**src/rtl/comet_ii_mem_arbiter_pkg.sv**
```systemverilog
// rtl/comet_ii_mem_arbiter_pkg.sv - shared types and constants for the Comet II RAM arbiter
package comet_ii_mem_pkg;

  localparam int AW_DEF = 16;
  localparam int DW_DEF = 16;

  // Access sequencer: grant, strobe RAM, capture read data, pulse ack
  typedef enum logic [1:0] {
    IDLE    = 2'd0,
    ISSUE   = 2'd1,
    CAPTURE = 2'd2,
    ACK     = 2'd3
  } state_e;

  localparam logic OWN_CPU = 1'b0;
  localparam logic OWN_DMA = 1'b1;

endpackage

```
**src/rtl/comet_ii_mem_arbiter_if.sv**
```systemverilog
// rtl/comet_ii_mem_arbiter_if.sv - CPU, DMA and RAM port bundle for the arbiter
interface comet_ii_mem_arbiter_if #(
  parameter int AW = comet_ii_mem_pkg::AW_DEF,
  parameter int DW = comet_ii_mem_pkg::DW_DEF
);

  logic          cpu_req;
  logic          cpu_we;
  logic [AW-1:0] cpu_addr;
  logic [DW-1:0] cpu_wdata;
  logic [DW-1:0] cpu_rdata;
  logic          cpu_ack;
  logic          cpu_stall;

  logic          dma_req;
  logic          dma_we;
  logic [AW-1:0] dma_addr;
  logic [DW-1:0] dma_wdata;
  logic [DW-1:0] dma_rdata;
  logic          dma_ack;

  logic          ram_en;
  logic          ram_we;
  logic [AW-1:0] ram_addr;
  logic [DW-1:0] ram_wdata;
  logic [DW-1:0] ram_rdata;

  logic          owner;

  // Requesters and the RAM model sit on the master side
  modport master (
    output cpu_req, cpu_we, cpu_addr, cpu_wdata,
    input  cpu_rdata, cpu_ack, cpu_stall,
    output dma_req, dma_we, dma_addr, dma_wdata,
    input  dma_rdata, dma_ack,
    input  ram_en, ram_we, ram_addr, ram_wdata,
    output ram_rdata,
    input  owner
  );

  // The arbiter itself
  modport slave (
    input  cpu_req, cpu_we, cpu_addr, cpu_wdata,
    output cpu_rdata, cpu_ack, cpu_stall,
    input  dma_req, dma_we, dma_addr, dma_wdata,
    output dma_rdata, dma_ack,
    output ram_en, ram_we, ram_addr, ram_wdata,
    input  ram_rdata,
    output owner
  );

endinterface

```
**src/rtl/comet_ii_mem_arbiter_fairness.sv**
```systemverilog
// rtl/comet_ii_mem_arbiter_fairness.sv - CPU-priority winner decision with anti-starvation counter
module comet_ii_arb_fairness #(
  parameter int MAX_CPU_BURST = 4
) (
  input  logic i_mclk,
  input  logic i_rst,
  input  logic i_cpu_req,
  input  logic i_dma_req,
  input  logic i_grant,
  output logic o_dma_wins
);

  localparam int CW = $clog2(MAX_CPU_BURST + 1);
  localparam logic [CW-1:0] CMAX = CW'(MAX_CPU_BURST);

  logic [CW-1:0] r_count;
  logic          w_at_limit;

  assign w_at_limit = (r_count == CMAX);
  assign o_dma_wins = i_dma_req & (~i_cpu_req | w_at_limit);

  // Count CPU grants taken while DMA waits; any DMA grant or idle DMA clears it
  always_ff @(posedge i_mclk or negedge i_rst) begin
    if (!i_rst) begin
      r_count <= '0;
    end else if (i_grant) begin
      if (o_dma_wins || !i_dma_req) begin
        r_count <= '0;
      end else if (!w_at_limit) begin
        r_count <= r_count + 1'b1;
      end
    end
  end

endmodule

```
**src/rtl/comet_ii_mem_arbiter.sv**
```systemverilog
// rtl/comet_ii_mem_arbiter.sv - shares one synchronous-read RAM port between CPU and DMA
module comet_ii_mem_arbiter
  import comet_ii_mem_pkg::*;
#(
  parameter int AW            = AW_DEF,
  parameter int DW            = DW_DEF,
  parameter int MAX_CPU_BURST = 4
) (
  input  logic                   i_mclk,
  input  logic                   i_rst,
  comet_ii_mem_arbiter_if.slave  io_bus
);

  state_e        r_state;
  state_e        w_next_state;
  logic          r_owner;
  logic          r_we;
  logic [AW-1:0] r_addr;
  logic [DW-1:0] r_wdata;
  logic [DW-1:0] r_cpu_rdata;
  logic [DW-1:0] r_dma_rdata;

  logic w_any_req;
  logic w_grant;
  logic w_dma_wins;
  logic w_ram_en;
  logic w_cpu_ack;
  logic w_dma_ack;

  assign w_any_req = io_bus.cpu_req | io_bus.dma_req;
  assign w_grant   = (r_state == IDLE) & w_any_req;

  comet_ii_arb_fairness #(
    .MAX_CPU_BURST(MAX_CPU_BURST)
  ) u_fairness (
    .i_mclk     (i_mclk),
    .i_rst      (i_rst),
    .i_cpu_req  (io_bus.cpu_req),
    .i_dma_req  (io_bus.dma_req),
    .i_grant    (w_grant),
    .o_dma_wins (w_dma_wins)
  );

  // State register
  always_ff @(posedge i_mclk or negedge i_rst) begin
    if (!i_rst) begin
      r_state <= IDLE;
    end else begin
      r_state <= w_next_state;
    end
  end

  // Next state and per-state strobes; each non-idle state lasts one cycle
  always_comb begin
    w_next_state = r_state;
    w_ram_en     = 1'b0;
    w_cpu_ack    = 1'b0;
    w_dma_ack    = 1'b0;
    case (r_state)
      IDLE: begin
        if (w_any_req) w_next_state = ISSUE;
      end
      ISSUE: begin
        w_ram_en     = 1'b1;
        w_next_state = CAPTURE;
      end
      CAPTURE: begin
        w_next_state = ACK;
      end
      ACK: begin
        w_cpu_ack    = (r_owner == OWN_CPU);
        w_dma_ack    = (r_owner == OWN_DMA);
        w_next_state = IDLE;
      end
      default: begin
        w_next_state = IDLE;
      end
    endcase
  end

  // Snapshot the winner's command at the grant edge so later input changes are ignored
  always_ff @(posedge i_mclk or negedge i_rst) begin
    if (!i_rst) begin
      r_owner <= OWN_CPU;
      r_we    <= 1'b0;
      r_addr  <= '0;
      r_wdata <= '0;
    end else if (w_grant) begin
      r_owner <= w_dma_wins ? OWN_DMA : OWN_CPU;
      r_we    <= w_dma_wins ? io_bus.dma_we    : io_bus.cpu_we;
      r_addr  <= w_dma_wins ? io_bus.dma_addr  : io_bus.cpu_addr;
      r_wdata <= w_dma_wins ? io_bus.dma_wdata : io_bus.cpu_wdata;
    end
  end

  // Latch read data into the owner's holding register; writes leave both untouched
  always_ff @(posedge i_mclk or negedge i_rst) begin
    if (!i_rst) begin
      r_cpu_rdata <= '0;
      r_dma_rdata <= '0;
    end else if ((r_state == CAPTURE) && !r_we) begin
      if (r_owner == OWN_DMA) begin
        r_dma_rdata <= io_bus.ram_rdata;
      end else begin
        r_cpu_rdata <= io_bus.ram_rdata;
      end
    end
  end

  assign io_bus.ram_en    = w_ram_en;
  assign io_bus.ram_we    = w_ram_en & r_we;
  assign io_bus.ram_addr  = r_addr;
  assign io_bus.ram_wdata = r_wdata;
  assign io_bus.cpu_ack   = w_cpu_ack;
  assign io_bus.dma_ack   = w_dma_ack;
  assign io_bus.cpu_rdata = r_cpu_rdata;
  assign io_bus.dma_rdata = r_dma_rdata;
  assign io_bus.owner     = r_owner;
  assign io_bus.cpu_stall = io_bus.cpu_req & ~w_cpu_ack;

endmodule

```
**src/flat_wrapper.sv**
```systemverilog
// flat-port wrapper written by rule: the top's interface ports become plain ports
module comet_ii_mem_arbiter_flat import comet_ii_mem_pkg::*;
#(
  parameter int AW            = AW_DEF,
  parameter int DW            = DW_DEF,
  parameter int MAX_CPU_BURST = 4
)
  (i_mclk, i_rst, io_bus_cpu_req, io_bus_cpu_we, io_bus_cpu_addr, io_bus_cpu_wdata, io_bus_cpu_rdata, io_bus_cpu_ack, io_bus_cpu_stall, io_bus_dma_req, io_bus_dma_we, io_bus_dma_addr, io_bus_dma_wdata, io_bus_dma_rdata, io_bus_dma_ack, io_bus_ram_en, io_bus_ram_we, io_bus_ram_addr, io_bus_ram_wdata, io_bus_ram_rdata, io_bus_owner);
  comet_ii_mem_arbiter_if #(.AW(AW), .DW(DW)) io_bus_i ();
  input  logic i_mclk;
  input  logic i_rst;
  input wire logic [$bits(io_bus_i.cpu_req)-1:0] io_bus_cpu_req;
  input wire logic [$bits(io_bus_i.cpu_we)-1:0] io_bus_cpu_we;
  input wire logic [$bits(io_bus_i.cpu_addr)-1:0] io_bus_cpu_addr;
  input wire logic [$bits(io_bus_i.cpu_wdata)-1:0] io_bus_cpu_wdata;
  output wire logic [$bits(io_bus_i.cpu_rdata)-1:0] io_bus_cpu_rdata;
  output wire logic [$bits(io_bus_i.cpu_ack)-1:0] io_bus_cpu_ack;
  output wire logic [$bits(io_bus_i.cpu_stall)-1:0] io_bus_cpu_stall;
  input wire logic [$bits(io_bus_i.dma_req)-1:0] io_bus_dma_req;
  input wire logic [$bits(io_bus_i.dma_we)-1:0] io_bus_dma_we;
  input wire logic [$bits(io_bus_i.dma_addr)-1:0] io_bus_dma_addr;
  input wire logic [$bits(io_bus_i.dma_wdata)-1:0] io_bus_dma_wdata;
  output wire logic [$bits(io_bus_i.dma_rdata)-1:0] io_bus_dma_rdata;
  output wire logic [$bits(io_bus_i.dma_ack)-1:0] io_bus_dma_ack;
  output wire logic [$bits(io_bus_i.ram_en)-1:0] io_bus_ram_en;
  output wire logic [$bits(io_bus_i.ram_we)-1:0] io_bus_ram_we;
  output wire logic [$bits(io_bus_i.ram_addr)-1:0] io_bus_ram_addr;
  output wire logic [$bits(io_bus_i.ram_wdata)-1:0] io_bus_ram_wdata;
  input wire logic [$bits(io_bus_i.ram_rdata)-1:0] io_bus_ram_rdata;
  output wire logic [$bits(io_bus_i.owner)-1:0] io_bus_owner;
  assign io_bus_i.cpu_req = io_bus_cpu_req;
  assign io_bus_i.cpu_we = io_bus_cpu_we;
  assign io_bus_i.cpu_addr = io_bus_cpu_addr;
  assign io_bus_i.cpu_wdata = io_bus_cpu_wdata;
  assign io_bus_cpu_rdata = io_bus_i.cpu_rdata;
  assign io_bus_cpu_ack = io_bus_i.cpu_ack;
  assign io_bus_cpu_stall = io_bus_i.cpu_stall;
  assign io_bus_i.dma_req = io_bus_dma_req;
  assign io_bus_i.dma_we = io_bus_dma_we;
  assign io_bus_i.dma_addr = io_bus_dma_addr;
  assign io_bus_i.dma_wdata = io_bus_dma_wdata;
  assign io_bus_dma_rdata = io_bus_i.dma_rdata;
  assign io_bus_dma_ack = io_bus_i.dma_ack;
  assign io_bus_ram_en = io_bus_i.ram_en;
  assign io_bus_ram_we = io_bus_i.ram_we;
  assign io_bus_ram_addr = io_bus_i.ram_addr;
  assign io_bus_ram_wdata = io_bus_i.ram_wdata;
  assign io_bus_i.ram_rdata = io_bus_ram_rdata;
  assign io_bus_owner = io_bus_i.owner;
  comet_ii_mem_arbiter #(.AW(AW), .DW(DW), .MAX_CPU_BURST(MAX_CPU_BURST)) u_core (.i_mclk(i_mclk), .i_rst(i_rst), .io_bus(io_bus_i));
endmodule
```
**config.mk**
```make
export PLATFORM = sky130hd
export DESIGN_NAME = comet_ii_mem_arbiter_flat
export DESIGN_NICKNAME = d
export VERILOG_FILES = /design/src/rtl/comet_ii_mem_arbiter_pkg.sv /design/src/rtl/comet_ii_mem_arbiter_if.sv /design/src/rtl/comet_ii_mem_arbiter_fairness.sv /design/src/rtl/comet_ii_mem_arbiter.sv /design/src/flat_wrapper.sv
export SDC_FILE = /design/constraint.sdc
export NUM_CORES = 1
export LEC_CHECK = 0
export BUFFER_PORTS_ARGS = -buffer_cell sky130_fd_sc_hd__buf_2
export CORE_ASPECT_RATIO = 0.6
export CORE_MARGIN = 1.5
export CORE_UTILIZATION = 25
export CTS_CLUSTER_SIZE = 24
export DETAILED_ROUTE_END_ITERATION = 10
export PLACE_DENSITY = 0.5
export SYNTH_ARGS = -nofsm -noshare
export SYNTH_HDL_FRONTEND = slang
export SYNTH_SLANG_ARGS = --single-unit
export TNS_END_PERCENT = 100
```
**constraint.sdc**
```tcl
create_clock -name i_mclk -period 3.69 [get_ports i_mclk]
set_input_delay 0.5535 -clock i_mclk [delete_from_list [all_inputs] [get_ports i_mclk]]
set_output_delay 0.5535 -clock i_mclk [all_outputs]
set_load 0.02 [all_outputs]
```
== Yosys cells after proc, flatten, opt, wreduce, memory -nomap -nowiden ==
Cells that the tools add are included.
Storage, ports and cells
  word-level logic and storage cells: 43
  flip-flop bits (word level): 71
  output and inout bits: 70
  input bits: 86
Cells by class
  eq/ne operators: 6
  reduce and logical (&&, ||, !) cells: 8
  multiplexer cells: 11
  add/sub/neg operators: 1
  bitwise gates (word level): 9
Operators with widths (number)
  16-bit two-way mux: 2
  2-bit case mux with 4 select lines: 1
  3-bit two-way mux: 2
  2-bit AND reduction: 3
  1-bit two-way mux: 5
  1-bit bitwise AND: 4
  2-bit equality test, second input constant: 2
  2-bit by 1-bit != test with 1-bit output, second input constant: 2
  3-bit by 1-bit adder with 3-bit output, second input constant: 1
  3-bit equality test, second input constant: 1
  1-bit NOT: 3
  2-bit by 1-bit equality test with 1-bit output, second input constant: 1
  1-bit logical NOT: 2
  2-bit logical NOT: 1
  2-bit two-way mux: 1
  1-bit bitwise OR: 2
  1-bit logical AND: 1
  1-bit logical OR: 1

== Depth between registers and ports, before layout ==
  depth after elaboration: 6
  gate-level depth with buffers: 8
  depth with buffers taken out: 5

== Modules after synthesis ==
From an unflattened synthesis, not the netlist that was laid out.
Second synthesis, totals
  cell total of the unflattened synthesis: 214
  area total of the unflattened synthesis: 3289.4 um^2
Modules (own cells, without submodules)
  comet_ii_mem_arbiter: times used 1, area each 3093.0 um^2, cells each 195
  comet_ii_arb_fairness: times used 1, area each 196.4 um^2, cells each 19

== Worst setup path after synthesis ==
OpenSTA, ideal clock, no wires.
  path kind: register -> register
  from: register u_core.r_state[0]
  to: register u_core.r_cpu_rdata[10], in the netlist u_core.io_bus.cpu_rdata[10]
  stages on the path, launching flop included: 6
  arrival: 1653 ps
  library setup time: 125 ps
  period minus slack after synthesis: 1777 ps
  path buffers: 1
  slack: 1913 ps
  path through: dfrtp_1 -> inv_1 -> ha_1 -> nor3b_2 -> buf_2 -> mux2_2
On the way
  longest elaborated chain between the ends: 3
Ends and longest elaborated chain
  start, declared: RTL line comet_ii_mem_arbiter.sv:14  | state_e r_state;
  start signal, assigned: RTL line comet_ii_mem_arbiter.sv:49  | r_state <= w_next_state;
  2-bit equality test: RTL line comet_ii_mem_arbiter.sv:101  | end else if ((r_state == CAPTURE) && !r_we) begin
  1-bit logical AND: RTL line comet_ii_mem_arbiter.sv:101
  2-bit AND reduction (no source line)
  end signal, assigned: RTL line comet_ii_mem_arbiter.sv:105  | r_cpu_rdata <= io_bus.ram_rdata;
  end, declared: RTL line comet_ii_mem_arbiter.sv:20  | logic [DW-1:0] r_cpu_rdata;
No other way between the ends.
A chain may end at the register's enable or synchronous reset.

== Final worst setup path ==
  from: register u_core.r_state[0]
  to: register u_core.u_fairness.r_count[0]
On the way
  longest elaborated chain between the ends: 3
Ends and longest elaborated chain
  2-bit logical NOT: RTL line comet_ii_mem_arbiter.sv:31  | assign w_grant = (r_state == IDLE) & w_any_req;
  1-bit bitwise AND: RTL line comet_ii_mem_arbiter.sv:31
  2-bit AND reduction (no source line)
  end signal, assigned: RTL line comet_ii_mem_arbiter_fairness.sv:30  | r_count <= r_count + 1'b1;
  end, declared: RTL line comet_ii_mem_arbiter_fairness.sv:16  | logic [CW-1:0] r_count;
No other way between the ends.

==> impl_metrics.env <==
export IMPL_status="finished, final reports clean"
export IMPL_firstDrtPassIters=4
export IMPL_rows=32
export IMPL_drt_wl_total_um=9990
export IMPL_slew_violations=0
export IMPL_slowest_stage="dfrtp_1"
export IMPL_antenna_found_initial=0
export IMPL_ant_nets=0
export IMPL_crit_top_cell="buf_4"
export IMPL_cts_sinks=71
export IMPL_cts_buffers=9
export IMPL_tightestPinTransition_ns=1.03
export IMPL_critical_path_max_stage_delay_ns=0.41
export IMPL_fin_tns_setup_ns=0
export IMPL_rr_startpoint="u_core.r_state[0]$_DFFE_PN0P_"
export IMPL_initial_core_util_pct=26.1
export IMPL_core_sq_um=13100
export IMPL_critical_path_peak_fanout=32
export IMPL_crit_chain="inv_1 -> ha_2 -> buf_4 -> o21a_1 -> buf_4 -> nor2_1 -> a31o_2"
export IMPL_syn_area_sq_um=3400
export IMPL_grt_util_met3_pct=4.63
export IMPL_fmax_mhz=453
export IMPL_clk_latency_ns=0.33
export IMPL_cp_start_kind="flop"
export IMPL_htreeDepth=3
export IMPL_dpl_hpwl_um=6790
export IMPL_hp_class="primary input to asynchronous set/reset pin"
export IMPL_p_per_area_nw_per_um2=940
export IMPL_root_buffer="clkbuf_16"
export IMPL_drt_iter0_markers=107
export IMPL_finalHoldViolCount=0
export IMPL_track_usage_pct=14.4
export IMPL_syn_area_per_cell_sq_um=11.5
export IMPL_cp_required_ns=3.92
export IMPL_grt_ovfl_total=0
export IMPL_startpoint="u_core.r_state[0]$_DFFE_PN0P_"
export IMPL_cts_hold_buf=0
export IMPL_fin_worst_skew_ns=0.00592
export IMPL_synth_distinct_cells=29
export IMPL_syn2layout_area_growth_pct=36.5
export IMPL_stdcell_count=616
export IMPL_grt_most_used_layer="met1"
export IMPL_synth_fp_nets=389
export IMPL_ys_flop_type="dfrtp_1"
export IMPL_async_flop_share_pct=100
export IMPL_yosysWarningCount=0
export IMPL_netlist_instances=296
export IMPL_dp_cells=600
export IMPL_critPathArrivalTime_ns=2.43
export IMPL_dieArea_sq_um=14300
export IMPL_final_setup_viol_count=0
export IMPL_post_cts_buffers=0
export IMPL_grt_util_met1_pct=20.7
export IMPL_irDropWorstVdd_mv=0.270
export IMPL_multi_input_comb_area_sq_um=1490
export IMPL_seq_area_sq_um=1780
export IMPL_wl_per_cell_um=16.2
export IMPL_leakage_uw=0.00227
export IMPL_post_route_period_util_pct=59.8
export IMPL_synth_edf_count=0
export IMPL_routabilityCongestion=0.774
export IMPL_ctsResizeCount=0
export IMPL_grt_met2_usage_pct=20.2
export IMPL_antenna_cells=0
export IMPL_detail_route_vias_per_cell=4.66
export IMPL_fill_cells=1334
export IMPL_min_period_ns=2.21
export IMPL_synthTopCellsByArea="dfrtp_1 (52%), o211ai_2 (11%), mux2_2 (11%)"
export IMPL_ys_seq_area_share_pct=52.2
export IMPL_grt_pass1_wl_um=15900
export IMPL_die_x_um=154
export IMPL_dieHeight_um=93.4
export IMPL_nets=534
export IMPL_drive_above_1_share_pct=54.3
export IMPL_rsz0062_at_grt="false"
export IMPL_maxCapViolCount=0
export IMPL_yosysTopAreaCellShare_pct=52.2
export IMPL_dpl_worst_slack_ns=1.44
export IMPL_cts_tree="yes"
export IMPL_grt_pass1_vias=2991
export IMPL_power_uw=4370
export IMPL_cts_buffer_depth=2
export IMPL_drc=0
export IMPL_ios=156
export IMPL_path_class="flop to flop"
export IMPL_port_buffer_count=155
export IMPL_yosysTopAreaCell="dfrtp_1"
export IMPL_crit_path_end_kind="flop"
export IMPL_clk_pin_slew_worst_paths_ns=0.06
export IMPL_grt_max_degree=72
export IMPL_slew_headroom_pct=31.2
export IMPL_ys_ff_latch=71
export IMPL_fin_ws_ns=1.48
export IMPL_routed_via_count=2868
layout by cell type, fill, tap and decap left out:
master and instances:
o211ai_1 3, dfrtp_1 71, buf_4 5, a31o_2 1, and2_4 1, a21oi_1 3
buf_2 154, ha_2 1, a21bo_1 1, bufinv_16 3, clkbuf_16 9, nor2b_1 2
a32o_1 1, inv_1 4, o21ai_4 1, nor2_1 2, o21a_1 1, nor3b_2 1
nor3b_1 1, o21ai_0 1, o211ai_2 30, and2_1 2, nand4_1 33, clkbuf_8 1
ha_1 6, a22o_1 1, clkinv_2 1, nand2_1 68, and3b_1 1, inv_6 1
clkbuf_1 1, nor3_1 1, mux2_2 33, nand3b_1 1
cell families (layout without fill, tap and decap cells):
logic type,count (synthesis),in the layout,share of synthesized area [%]
muxes,33,33,10.9
adders and majority gates,7,7,2.57
DFF,71,71,52.2
buffers and inverters,29,179,4.41
AOI/OAI and AO/OA,43,43,13.9
and+or+nand+nor,113,113,16.0
cells in the mapped netlist, types with 3 or more instances:
| cell type | instances |
|---|---|
| a21oi_1 | 3 |
| nand4_1 | 33 |
| mux2_2 | 33 |
| ha_1 | 7 |
| nand2_1 | 68 |
| inv_1 | 4 |
| o211ai_1 | 3 |
| dfrtp_1 | 71 |
| buf_2 | 3 |
| clkbuf_1 | 14 |
| o211ai_2 | 30 |
| buf_6 | 5 |
| buf_1 | 3 |
through the flow:
stage	area, sq um	utilization (%)	hold slack, ns
after floorplan	3400	-	0.258
after global placement	4300	32.9	0.468
after detailed placement	4300	32.9	0.469
after CTS	4640	35.6	0.404
after global routing	4640	35.6	0.445
final	4640	35.6	0.368
worst paths after layout:
| path | endpoint | slack [ns] | cells after the start |
|---|---|---|---|
| setup reg to reg | u_core.u_fairness.r_count[0]$_DFFE_PN0P_ | 1.48 | 7 |
| hold / removal | u_core.io_bus.ram_addr[9]$_DFFE_PN0P_ | 0.37 | 1 |
| hold reg to reg | u_core.io_bus.ram_addr[14]$_DFFE_PN0P_ | 0.48 | 2 |
| setup / recovery | u_core.u_fairness.r_count[0]$_DFFE_PN0P_ | 1.48 | 7 |
| max in group asynchronous | u_core.io_bus.cpu_rdata[1]$_DFFE_PN0P_ | 2.73 | 1 |
| min in group i_mclk | u_core.io_bus.dma_rdata[14]$_DFFE_PN0P_ | 0.46 | 2 |
per-layer routing:
layer / routed length (um) / vias to the layer above
li1: - / 1352
met1: 5030 / 1398
met2: 4190 / 110
met3: 660 / 8
met4: 116 / 0
met5: 0 / -
state kept, by name (all words and copies together), names as in the netlist:
signal	flops
u_core.r_we	1
u_core.io_bus.cpu_rdata	16
u_core.io_bus.owner	1
u_core.r_state	2
u_core.io_bus.dma_rdata	16
u_core.io_bus.ram_addr	16
u_core.io_bus.ram_wdata	16
u_core.u_fairness.r_count	3
worst max-delay path, delay by kind of cell (launching register included):
family          cells  cell delay (ns)
simple gates        1             0.07
compound gates      2             0.43
buf+inv             3             0.87
flops               1             0.41
fa+ha+maj           1             0.31
final cells by class:
type | count | area share [%]
Sequential cell | 71 | 38.3
Multi-Input combinational cell | 196 | 32.0
Timing Repair Buffer | 159 | 17.4
Clock buffer | 11 | 5.23
Tap cell | 170 | 4.58
Clock inverter | 5 | 2.24
Inverter | 4 | 0.323
power breakdown:
| group | leakage (uW) | total [uW] | internal [uW] | switching (uW) |
|---|---|---|---|---|
| Sequential | 0.000858 | 1380 | 1170 | 213 |
| Clock | 0.000170 | 1020 | 680 | 341 |
| Combinational | 0.00124 | 1960 | 762 | 1200 |
No activity file was read; power rests on OpenSTA's default activity.
